<file path="src/rtl/cpu_multicycle.sv">
// Multi-cycle core: FETCH/DECODE/EXEC/MEM/WB sequencing over an 8-entry register file.
// Bus-facing outputs are registered from the next state so they are glitch-free and stable per state.
module cpu_multicycle #(
  parameter int              XLEN     = 16,
  parameter logic [XLEN-1:0] RESET_PC = '0
) (
  input  logic            clk,
  input  logic            rst,
  output logic            imem_req,
  output logic [XLEN-1:0] imem_addr,
  input  logic [31:0]     imem_rdata,
  input  logic            imem_ready,
  output logic            dmem_req,
  output logic            dmem_we,
  output logic [XLEN-1:0] dmem_addr,
  output logic [XLEN-1:0] dmem_wdata,
  input  logic [XLEN-1:0] dmem_rdata,
  input  logic            dmem_ready,
  output logic            halted,
  output logic [31:0]     instret
);

  typedef enum logic [2:0] {
    FETCH  = 3'd0,
    DECODE = 3'd1,
    EXEC   = 3'd2,
    MEM    = 3'd3,
    WB     = 3'd4,
    HALT   = 3'd5
  } state_t;

  localparam logic [1:0]      CLS_MEM = 2'b00;
  localparam logic [1:0]      CLS_ALU = 2'b01;
  localparam logic [1:0]      CLS_BR  = 2'b10;
  localparam logic [1:0]      CLS_SYS = 2'b11;
  localparam logic [XLEN-1:0] ONE     = XLEN'(1'b1);

  state_t          state_r, next_state_s;
  logic [31:0]     ir_r;
  logic [XLEN-1:0] pc_r, npc_r, a_r, b_r, res_r, mdr_r;
  logic [XLEN-1:0] rf_r [8];
  logic [31:0]     instret_r;
  logic            imem_req_r, dmem_req_r, dmem_we_r, halted_r;
  logic [XLEN-1:0] imem_addr_r, dmem_addr_r, dmem_wdata_r;

  logic [1:0]      cls_s;
  logic [3:0]      op_s;
  logic [2:0]      rd_s, rs1_s, rs2_s;
  logic            imm_sel_s, is_ldst_s, rd_we_s;
  logic [XLEN-1:0] imm_s, opb_s, alu_s, pc_inc_s, target_s, exec_npc_s, exec_res_s, wb_data_s;
  logic [4:0]      shamt_s;

  assign cls_s     = ir_r[31:30];
  assign op_s      = ir_r[29:26];
  assign rd_s      = ir_r[25:23];
  assign rs1_s     = ir_r[22:20];
  assign rs2_s     = ir_r[19:17];
  assign imm_sel_s = ir_r[16];
  assign imm_s     = XLEN'($signed(ir_r[15:0]));

  assign is_ldst_s = (cls_s == CLS_MEM) && ((op_s == 4'd0) || (op_s == 4'd1));
  assign rd_we_s   = (cls_s == CLS_ALU) || ((cls_s == CLS_MEM) && (op_s == 4'd0)) ||
                     ((cls_s == CLS_BR) && (op_s == 4'd4));
  assign wb_data_s = (cls_s == CLS_MEM) ? mdr_r : res_r;

  // ALU: shifts past the word width fall out naturally as zero or sign fill
  always_comb begin
    opb_s   = imm_sel_s ? imm_s : b_r;
    shamt_s = opb_s[4:0];
    alu_s   = '0;
    case (op_s)
      4'd0:    alu_s = a_r + opb_s;
      4'd1:    alu_s = a_r - opb_s;
      4'd2:    alu_s = a_r & opb_s;
      4'd3:    alu_s = a_r | opb_s;
      4'd4:    alu_s = a_r ^ opb_s;
      4'd5:    alu_s = a_r << shamt_s;
      4'd6:    alu_s = a_r >> shamt_s;
      4'd7:    alu_s = $signed(a_r) >>> shamt_s;
      4'd8:    alu_s = {{(XLEN-1){1'b0}}, ($signed(a_r) < $signed(opb_s))};
      4'd9:    alu_s = {{(XLEN-1){1'b0}}, (a_r < opb_s)};
      default: alu_s = '0;
    endcase
  end

  // Execute-stage result (ALU value, memory address or link) and next PC
  always_comb begin
    pc_inc_s   = pc_r + ONE;
    target_s   = pc_r + imm_s;
    exec_npc_s = pc_inc_s;
    exec_res_s = alu_s;
    case (cls_s)
      CLS_MEM: exec_res_s = a_r + imm_s;
      CLS_BR: begin
        exec_res_s = pc_inc_s;
        case (op_s)
          4'd0: exec_npc_s = target_s;
          4'd1: begin
            if (a_r == b_r) exec_npc_s = target_s;
            else            exec_npc_s = pc_inc_s;
          end
          4'd2: begin
            if (a_r != b_r) exec_npc_s = target_s;
            else            exec_npc_s = pc_inc_s;
          end
          4'd3:    exec_npc_s = a_r;
          4'd4:    exec_npc_s = target_s;
          default: exec_npc_s = pc_inc_s;
        endcase
      end
      default: exec_res_s = alu_s;
    endcase
  end

  // Next-state logic; a fetch only completes once the request is actually on the bus
  always_comb begin
    next_state_s = state_r;
    case (state_r)
      FETCH: begin
        if (imem_req_r && imem_ready) next_state_s = DECODE;
        else                          next_state_s = FETCH;
      end
      DECODE: next_state_s = EXEC;
      EXEC: begin
        if (cls_s == CLS_SYS) next_state_s = HALT;
        else if (is_ldst_s)   next_state_s = MEM;
        else                  next_state_s = WB;
      end
      MEM: begin
        if (dmem_ready) next_state_s = WB;
        else            next_state_s = MEM;
      end
      WB:      next_state_s = FETCH;
      HALT:    next_state_s = HALT;
      default: next_state_s = FETCH;
    endcase
  end

  // State register and registered bus outputs
  always_ff @(posedge clk) begin
    if (rst) begin
      state_r      <= FETCH;
      imem_req_r   <= 1'b0;
      imem_addr_r  <= '0;
      dmem_req_r   <= 1'b0;
      dmem_we_r    <= 1'b0;
      dmem_addr_r  <= '0;
      dmem_wdata_r <= '0;
      halted_r     <= 1'b0;
    end else begin
      state_r     <= next_state_s;
      imem_req_r  <= (next_state_s == FETCH);
      imem_addr_r <= (next_state_s == FETCH) ? ((state_r == WB) ? npc_r : pc_r) : '0;
      dmem_req_r  <= (next_state_s == MEM);
      halted_r    <= (next_state_s == HALT);
      if (next_state_s == MEM) begin
        if (state_r == EXEC) begin
          dmem_addr_r  <= exec_res_s;
          dmem_we_r    <= (op_s == 4'd1);
          dmem_wdata_r <= (op_s == 4'd1) ? b_r : '0;
        end
      end else begin
        dmem_we_r    <= 1'b0;
        dmem_addr_r  <= '0;
        dmem_wdata_r <= '0;
      end
    end
  end

  // Datapath, register file and retirement counter
  always_ff @(posedge clk) begin
    if (rst) begin
      pc_r      <= RESET_PC;
      npc_r     <= '0;
      ir_r      <= '0;
      a_r       <= '0;
      b_r       <= '0;
      res_r     <= '0;
      mdr_r     <= '0;
      instret_r <= '0;
      for (int i = 0; i < 8; i++) rf_r[i] <= '0;
    end else begin
      case (state_r)
        FETCH: if (imem_req_r && imem_ready) ir_r <= imem_rdata;
        DECODE: begin
          a_r <= rf_r[rs1_s];
          b_r <= rf_r[rs2_s];
        end
        EXEC: begin
          res_r <= exec_res_s;
          npc_r <= exec_npc_s;
          if (cls_s == CLS_SYS) instret_r <= instret_r + 32'd1;
        end
        MEM: if (dmem_ready && !dmem_we_r) mdr_r <= dmem_rdata;
        WB: begin
          pc_r      <= npc_r;
          instret_r <= instret_r + 32'd1;
          if (rd_we_s && (rd_s != 3'd0)) rf_r[rd_s] <= wb_data_s;
        end
        default: ;
      endcase
    end
  end

  assign imem_req   = imem_req_r;
  assign imem_addr  = imem_addr_r;
  assign dmem_req   = dmem_req_r;
  assign dmem_we    = dmem_we_r;
  assign dmem_addr  = dmem_addr_r;
  assign dmem_wdata = dmem_wdata_r;
  assign halted     = halted_r;
  assign instret    = instret_r;

endmodule

</file>
<file path="config.mk">
export PLATFORM = sky130hd
export DESIGN_NAME = cpu_multicycle
export DESIGN_NICKNAME = d
export VERILOG_FILES = /design/src/rtl/cpu_multicycle.sv
export SDC_FILE = /design/constraint.sdc
export NUM_CORES = 1
export LEC_CHECK = 0
export CAP_MARGIN = 20
export CORE_UTILIZATION = 45
export CTS_BUF_LIST = sky130_fd_sc_hd__clkbuf_4
export CTS_CLUSTER_SIZE = 10
export DETAILED_ROUTE_END_ITERATION = 8
export SLEW_MARGIN = 25
export SYNTH_ARGS = -nofsm -noshare
export SYNTH_HDL_FRONTEND = slang
export SYNTH_SLANG_ARGS = --single-unit
</file>
<file path="constraint.sdc">
create_clock -name clk -period 8.55 [get_ports clk]
set_input_delay 1.2825 -clock clk [delete_from_list [all_inputs] [get_ports clk]]
set_output_delay 1.2825 -clock clk [all_outputs]
set_load 0.05 [all_outputs]
</file>
* Yosys cells after proc, flatten, opt, wreduce, memory -nomap -nowiden
Memory sizes are Yosys's and may differ from the RTL's. A register that Yosys moved wholly into a read port is not among the register bits.
Index checks and enable logic that the tools add are counted.
** Storage, ports and cells
- Bits in registers :: 183
- Memory bits (writable) :: 128
- Input bits :: 52
- Output and inout port bits :: 84
- Logic and storage cells :: 102
- Memories kept :: 1
** Memories
- rf_r :: depth 8, width 16, read ports 2, clocked after memory_dff 2, wr ports 8, RTL line 41 : logic [XLEN-1:0] rf_r [8];
** Cells by class
- Add/subtract/negate cells :: 6
- Magnitude comparators :: 2
- Equality and inequality tests :: 22
- Shift operators :: 3
- Multiplexer cells :: 26
- Bitwise operators :: 5
- Reductions and logical operators :: 23
** Operator list (number)
- 16-bit case mux with 10 select lines :: 1
- 16-bit 2-to-1 mux :: 8
- 16-bit case mux with 4 select lines :: 1
- 32-bit case mux with 2 select lines :: 1
- 16-bit adder :: 3
- 32-bit by 1-bit adder with 32-bit output, second input constant :: 1
- 16-bit less-than comparator :: 2
- 32-bit 2-to-1 mux :: 1
- 16-bit case mux with 2 select lines :: 1
- 16-bit by 1-bit adder with 16-bit output, second input constant :: 1
- 16-bit AND :: 1
- 16-bit == test :: 1
- 4-bit by 3-bit == test with 1-bit output, second input constant :: 4
- 16-bit != test :: 1
- 16-bit bitwise OR :: 1
- 16-bit OR reduction :: 1
- 16-bit by 5-bit left shift with 16-bit output :: 1
- 16-bit by 5-bit right shift with 16-bit output :: 1
- 16-bit by 5-bit >>> shifter with 16-bit output :: 1
- 16-bit subtractor :: 1
- 16-bit XOR :: 1
- 3-bit case mux with 5 select lines :: 1
- 3-bit 2-to-1 mux :: 4
- 3-bit by 2-bit == test with 1-bit output, second input constant :: 3
- 20 further kinds :: 45

* Logic depth before layout (Yosys ltp)
Gate-level depths: netlist (run 1).
- Depth after elaboration :: 11
- Gate-level depth with buffers :: 15

* Worst setup path before layout (run 1)
OpenSTA, ideal clock, no wires.
- Kind :: reg-to-reg
- Start point :: register ir_r[16]
- End point :: register res_r[8]
- Data arrival time :: 3.328 ns
- Data required time :: 8.416 ns
- Slack :: 5.088 ns
- Cell stages (with the launch flop) :: 15
- Buffers on the path :: 2
- Clock period less this slack :: 3.462 ns
- Cell sequence :: dfxtp_1 > buf_6 > mux2i_4 > buf_8 > inv_1 > ha_1 > fa_1 > o21bai_1 > a21oi_1 > o31ai_1 > a21oi_1 > o21bai_1 > mux2_2 > a2111oi_2 > a2111oi_2
** On the way
- Word-level cells in the longest chain between the ends :: 4
** Ends and longest elaborated chain
- start, declared :: RTL line 39 : logic [31:0] ir_r;
- start signal, assigned :: RTL line 184 : FETCH: if (imem_req_r && imem_ready) ir_r <= imem_rdata;
- 16-bit 2-to-1 mux * :: RTL line 68 : opb_s = imm_sel_s ? imm_s : b_r;
- 16-bit subtractor (tied with other cells) :: RTL line 73 : 4'd1: alu_s = a_r - opb_s;
- 16-bit case mux with 10 select lines * :: RTL line 71 : case (op_s)
- 16-bit case mux with 2 select lines * :: RTL line 92 : case (cls_s)
- end signal, assigned :: RTL line 190 : res_r <= exec_res_s;
- end, declared :: RTL line 40 : logic [XLEN-1:0] pc_r, npc_r, a_r, b_r, res_r, mdr_r;
Mark *: on every way between the ends. The rest lies on a longest branch, timed or not.
A chain may end at the register's enable or synchronous reset.

* Worst setup path in the final report (run 1)
- Start point :: register ir_r[16]
- End point :: register res_r[0]
** On the way
- Word-level cells in the longest chain between the ends :: 4
** Ends and longest elaborated chain (RTL line)
- 16-bit 2-to-1 mux * :: 68
- 16-bit subtractor (tied with other cells) :: 73
- 16-bit case mux with 10 select lines * :: 71
- 16-bit case mux with 2 select lines * :: 92
Marked as above.

==> results of run 1 <==
final timing paths:
kind	slack, ns	to	cells after the start
worst max-delay path	4.10	res_r[0]	12
worst min register to register	0.46	mdr_r[2]	2
worst min-delay path	0.46	mdr_r[2]	2
worst max register to register	4.10	res_r[0]	12
Yosys cell counts, types with 8 or more instances:
cell        n  area share [%]
a21o_1     14            0.51
buf_1      18            0.33
nand2b_1   17            0.52
nor2_1    336             6.1
o22ai_1     8            0.24
or3_1      16            0.49
a211o_1     9            0.38
mux2i_1   102             5.0
nor3_1     37            0.90
a21oi_1   153             3.7
or2_2       9            0.27
nor2b_1    10            0.30
mux4_2     80             8.7
a211oi_1   53             1.9
xor2_1     26             1.1
xnor2_1    57             2.4
edfxtp_1  128              19
and3_1     16            0.49
and2_1     13            0.39
a31oi_1    14            0.43
clkbuf_1  111             2.0
nand2_1   186             3.4
inv_1      64             1.2
nand4_1    16            0.49
ha_1       81             4.9
a221oi_1   16            0.68
buf_2      22            0.53
a22oi_1    24            0.87
o21ai_0    94             2.3
nand3_1    51             1.2
o211ai_1   20            0.73
o31ai_1    11            0.40
dfxtp_1   215              21
state kept, by name (all words and copies together) (netlist names):
name,count
a_r,16
b_r,16
dmem_addr,16
dmem_req,1
dmem_wdata,16
dmem_we,1
halted,1
imem_addr,16
imem_req,1
instret,32
ir_r,32
mdr_r,16
npc_r,16
pc_r,16
res_r,16
rf_r,128
state_r,3
metrics by stage:
| step | total power [W] | util [%] |
|---|---|---|
| 2_1_floorplan | 0.00275 | - |
| 3_3_place_gp | 0.00317 | 49.4 |
| 3_5_place_dp | 0.00317 | 49.4 |
| 4_1_cts | 0.00457 | 51.9 |
| 5_1_grt | 0.00477 | 51.9 |
| 6_report | 0.00457 | 51.9 |
worst max-delay path: stages (launching register included):
cell and delay, ns:
dfxtp_1 0.40, buf_4 0.36, mux2i_2 0.27, buf_4 0.40
ha_1 0.32, o21bai_1 0.10, a21oi_1 0.31, o21ai_0 0.26
o41ai_1 0.85, a311oi_1 0.29, o41ai_1 0.38, o21ai_1 0.19
nor3_1 0.21
metal layers:
layer / global-route usage (%) / vias to the layer above / part of all wire (%)
li1: - / 8251 / -
met1: 44.1 / 8841 / 43
met2: 49.9 / 869 / 46
met3: 5.07 / 135 / 7.9
met4: 13.7 / 2 / 3.4
met5: 0 / - / 0.016
kinds of logic after synthesis:
group	synth area share (%)
muxes	15.0
other	0.0182
xor gates and xnor gates	3.53
buffers and inverters	4.49
and+or+nand+nor	15.9
DFF	39.6
AOI/OAI and AO/OA	16.3
adders and majority gates	5.31
final cells by class:
type | count | area, um2
Antenna cell | 4 | 10.0
Clock buffer | 126 | 946
Clock inverter | 31 | 156
Fill cell | 4247 | 21800
Inverter | 66 | 248
Multi-Input combinational cell | 1626 | 11600
Sequential cell | 343 | 8150
Tap cell | 600 | 751
Timing Repair Buffer | 170 | 1620
power by group:
part           internal, W  total [W]  switching, W
registers          0.00178    0.00191      0.000131
clock network     0.000709    0.00140      0.000689
logic             0.000464    0.00126      0.000799
==> impl_results.md, run 1 <==
* DR pass1 iterations at 6
* All-Layer GR Usage at 32.0%
* Synth unique cells at 85
* Fin crit share at 52.1%
* Post-detailed-route DRC marker count at 0
* Worst rel slew slack at 25.0%
* NumNets Final at 2433
* Setup bufs post-CTS at 0
* Largest net degree at the start of global routing at 106
* Reg clk slew, reported paths at 0.07 ns
* Number of cells after detailed placement at between 2000 and 3000
* Most common flop cell mapped by yosys: dfxtp_1
* Clock Tree Buf Depth at 3
* Final Instance Count excl. Fillers at around 3000
* CTS tree: yes
* # clock sinks at approximately 340
* Pwr/cell area at 194 nW/um2
* Core Area at 45300 um2
* Sum Neg Setup Slack at 0 ns
* Post-Route WL at 75400 um
* Yosys warnings at 0
* DR vias/cell at 6.10
* Ports at 136
* Most frequent cells in the layout: nor2_1, dfxtp_1, nand2_1, a21oi_1, clkdlybuf4s50_1
* Starting Density at 45.5%
* Port buffer count at between 100 and 150
* Max_cap viols at 0
* Synth async-reset ratio at 0%
* Post-CTS Resized at 0
* Max-slew violations at 0
* Post-Synthesis Cells at 2179
* Die Span X at 216 um
* CP max FO at 32
* Root buffer selected by CTS: clkbuf_4
* Routed len/inst at roughly 25 um
* Share of the yosys chip area belonging to registers at 39.6%
* RSZ-0062 raised after global routing: no
* Cts bufs inserted at ~90
* Leakage at 8.34 nW
* Die area at 46600 um2
* Status: finished, final reports clean
* DP HPWL at ~55000 um
* Worst-skew pair later-pin latency at 0.82 ns
* Post-synth EDFFs at 128
* H-tree Lvls at 3
* # setup viols final at 0
* Share of cells above drive strength 1 at about 13%
* Row cnt at about 80
* Post-DP Area at approximately 22000 um2
* Post-synthesis average cell area at 9.45 um2
* Cell area after layout at ~24000 um2
* Setup ws final at 4.10 ns
* Startpoint types: register
* Max Freq at 224 MHz
* Fin Hold WS at 0.460 ns
* Initial DRC count at 1861
* Cell Area, Synth at 20600 um2
* Setup CP Type: reg -> reg
* Worst-Margin Slew at 1.12 ns
* Hold Startpoint: mdr_r[2]
* Area delta synth->final at 14.1%
* Final Hold Vio Count at 0
* Endpoint class of the critical path: register
* Vias at 18100
* VDD IR max at 0.122 mV
* WP data required at 9.26 ns
* First-pass GRT wire length at 111000 um
* Final ANT Viol Nets at 0
* Most common cell after layout, fill and taps aside: nor2_1
* #FFs+latches synth at 343
* Total global routing overflow at 0
* Worst Hold Class: reg -> reg
* Clock Skew at 0.0481 ns
* Crit path time final at ~4.5 ns
* GP Congestion at 1.01
* Vias in the first global route at 17100
* Reg2reg start: ir_r[16]
* Antenna violations before repair at 3
* Place WS at 3.93 ns
* CP startpoint: ir_r[16]
* Die Span Y at 216 um
* Worst path arrival time at 5.16 ns
* Hold buffers post-CTS at 0
No activity file was read; power rests on OpenSTA's default activity.
==> run 2, diff against run 1 <==
clock period = 4.17 ns   (was 8.55 ns; I/O delays follow)
==> impl_results.md, run 2 (synthesis gave the netlist of run 1 again) <==
* Status: finished, final reports clean
* Routed len/inst at 25.4 um
* Max-slew violations at 0
* All-Layer GR Usage at 33.0%
* CP max FO at 7
* WP data required at 4.93 ns
* Share of cells above drive strength 1 at 16.0%
* DP HPWL at 57200 um
* Die area at 46600 um2
* Antenna violations before repair at 3
* CTS tree: yes
* Sequence of cells on the critical path: buf_4 -> mux2i_1 -> buf_4 -> ha_1 -> inv_1 -> a21oi_1 -> o21ai_0 -> o41ai_1 -> a311oi_1 -> o41ai_1 -> o21ai_1 -> nor3_1
* Worst-skew pair later-pin latency at 0.87 ns
* RSZ-0062 raised after global routing: no
* Endpoint class of the critical path: register
* Final Hold Vio Count at 0
* Post-detailed-route DRC marker count at 0
* # setup viols final at 0
* Most frequent cells in the layout: nor2_1, dfxtp_1, nand2_1, a21oi_1, clkbuf_4
* Hold buffers post-CTS at 0
* DR vias/cell at 6.04
* Max FFs per register at between 100 and 150
* Final Instance Count excl. Fillers at 3047
* Initial DRC count at 1933
* Reg area at 8150 um2
* Sum Neg Setup Slack at 0 ns
* Most flops, register: rf_r
* Number of cells after detailed placement at 2871
* # clock sinks at ~340
* Vias at 18400
* Row cnt at 78
* GP Congestion at 1.03
* Area delta synth->final at 17.4%
* Fillers at 4280
* Crit path time final at around 3.9 ns
* Area of the multi-input gates at 11600 um2
* VDD IR max at 0.286 mV
* H-tree Lvls at 3
* Cts bufs inserted at 94
* Die Span X at 216 um
* Total power at just under 0.01 W
* NumNets Final at between 2000 and 3000
* Clock Tree Buf Depth at 3
* Post-Route WL at 77300 um
* Worst rel slew slack at 25.8%
* Max_cap viols at 0
* Clock Skew at 0.0851 ns
* Setup bufs post-CTS at 0
* Startpoint types: register
* Max Freq at between 200 and 300 MHz
* Worst Hold Class: in -> reg
* First-pass GRT wire length at roughly 110000 um
* Root buffer selected by CTS: clkbuf_4
* Slowest CP cell: o41ai_1
* DR pass1 iterations at 6
* Die Span Y at 216 um
* Reg clk slew, reported paths at 0.07 ns
* Leakage at roughly 8.8 nW
* Port buffer count at 135
* Ports at 136
* Final ANT Viol Nets at 0
* Worst-Margin Slew at 1.11 ns
* Crit path largest cell delay at about 0.68 ns
* Most common cell after layout, fill and taps aside: nor2_1
* Buffers & Inverters on Critical Path at 3
* Pwr/cell area at 403 nW/um2
* Setup CP Type: reg -> reg
* Vias in the first global route at 17700
* Total global routing overflow at 0
* Core Area at 45300 um2
* Worst path arrival time at approximately 4.7 ns
* Starting Density at 45.5%
* Post-CTS Resized at 0
* Fin crit share at 93.3%
* Largest net degree at the start of global routing at a little under 80
* Fin Hold WS at 0.154 ns
* Cell family with most CP delay: compound AO/OA/AOI/OAI gates
==> run 2: cell types whose count changed in the layout (fill, tap and decap cells not counted), sizes merged <==
cell | previous run | this run
clkbuf | 126 | 149
clkinv | 28 | 19
buf | 36 | 102
inv | 67 | 69
bufinv | 1 | 0
==> run 2: per-stage QoR <==
step	worst slack (ns)	area [um2]	utilization (%)
2_1_floorplan	0.708	20700	-
3_3_place_gp	0.389	22900	50.6
3_5_place_dp	0.354	22900	50.6
4_1_cts	0.328	24200	53.4
5_1_grt	0.0773	24200	53.4
6_report	0.280	24200	53.4
==> run 2: worst paths after layout <==
path / startpoint / to / slack (ns) / cells after the start
worst max-delay path: ir_r[16] / res_r[0] / 0.28 / 12
worst min-delay path: rst / ir_r[28] / 0.15 / 2
worst max register to register: ir_r[16] / res_r[0] / 0.28 / 12
worst min register to register: mdr_r[1] / mdr_r[1] / 0.46 / 2
==> run 2: metal layers <==
| layer | wire length [um] | GRT usage (%) |
|---|---|---|
| met4 | 3080 | 13.9 |
| met3 | 6030 | 7.20 |
| met1 | 33600 | 45.1 |
| met2 | 34600 | 50.5 |
| met5 | 0 | 0 |
==> run 2: area by class of cell <==
cell class                      instances  area share [%]
Tap cell                              600            3.11
Timing Repair Buffer                  236            8.83
Clock buffer                          149            4.63
Multi-Input combinational cell       1626            48.1
Inverter                               66            1.02
Clock inverter                         23           0.590
Antenna cell                            4          0.0414
Sequential cell                       343            33.7
==> run 2: where the power goes <==
part	switching [W]	total (W)	internal, W
Sequential	0.000265	0.00391	0.00364
Clock	0.00150	0.00314	0.00164
Combinational	0.00168	0.00270	0.00102
==> run 2: worst reg2reg max path: stages (launching register included) <==
cell and delay [ns]:
dfxtp_1 0.65, buf_4 0.25, mux2i_1 0.09, buf_4 0.18, ha_1 0.34, inv_1 0.11
a21oi_1 0.31, o21ai_0 0.28, o41ai_1 0.68, a311oi_1 0.23, o41ai_1 0.36, o21ai_1 0.14
nor3_1 0.20
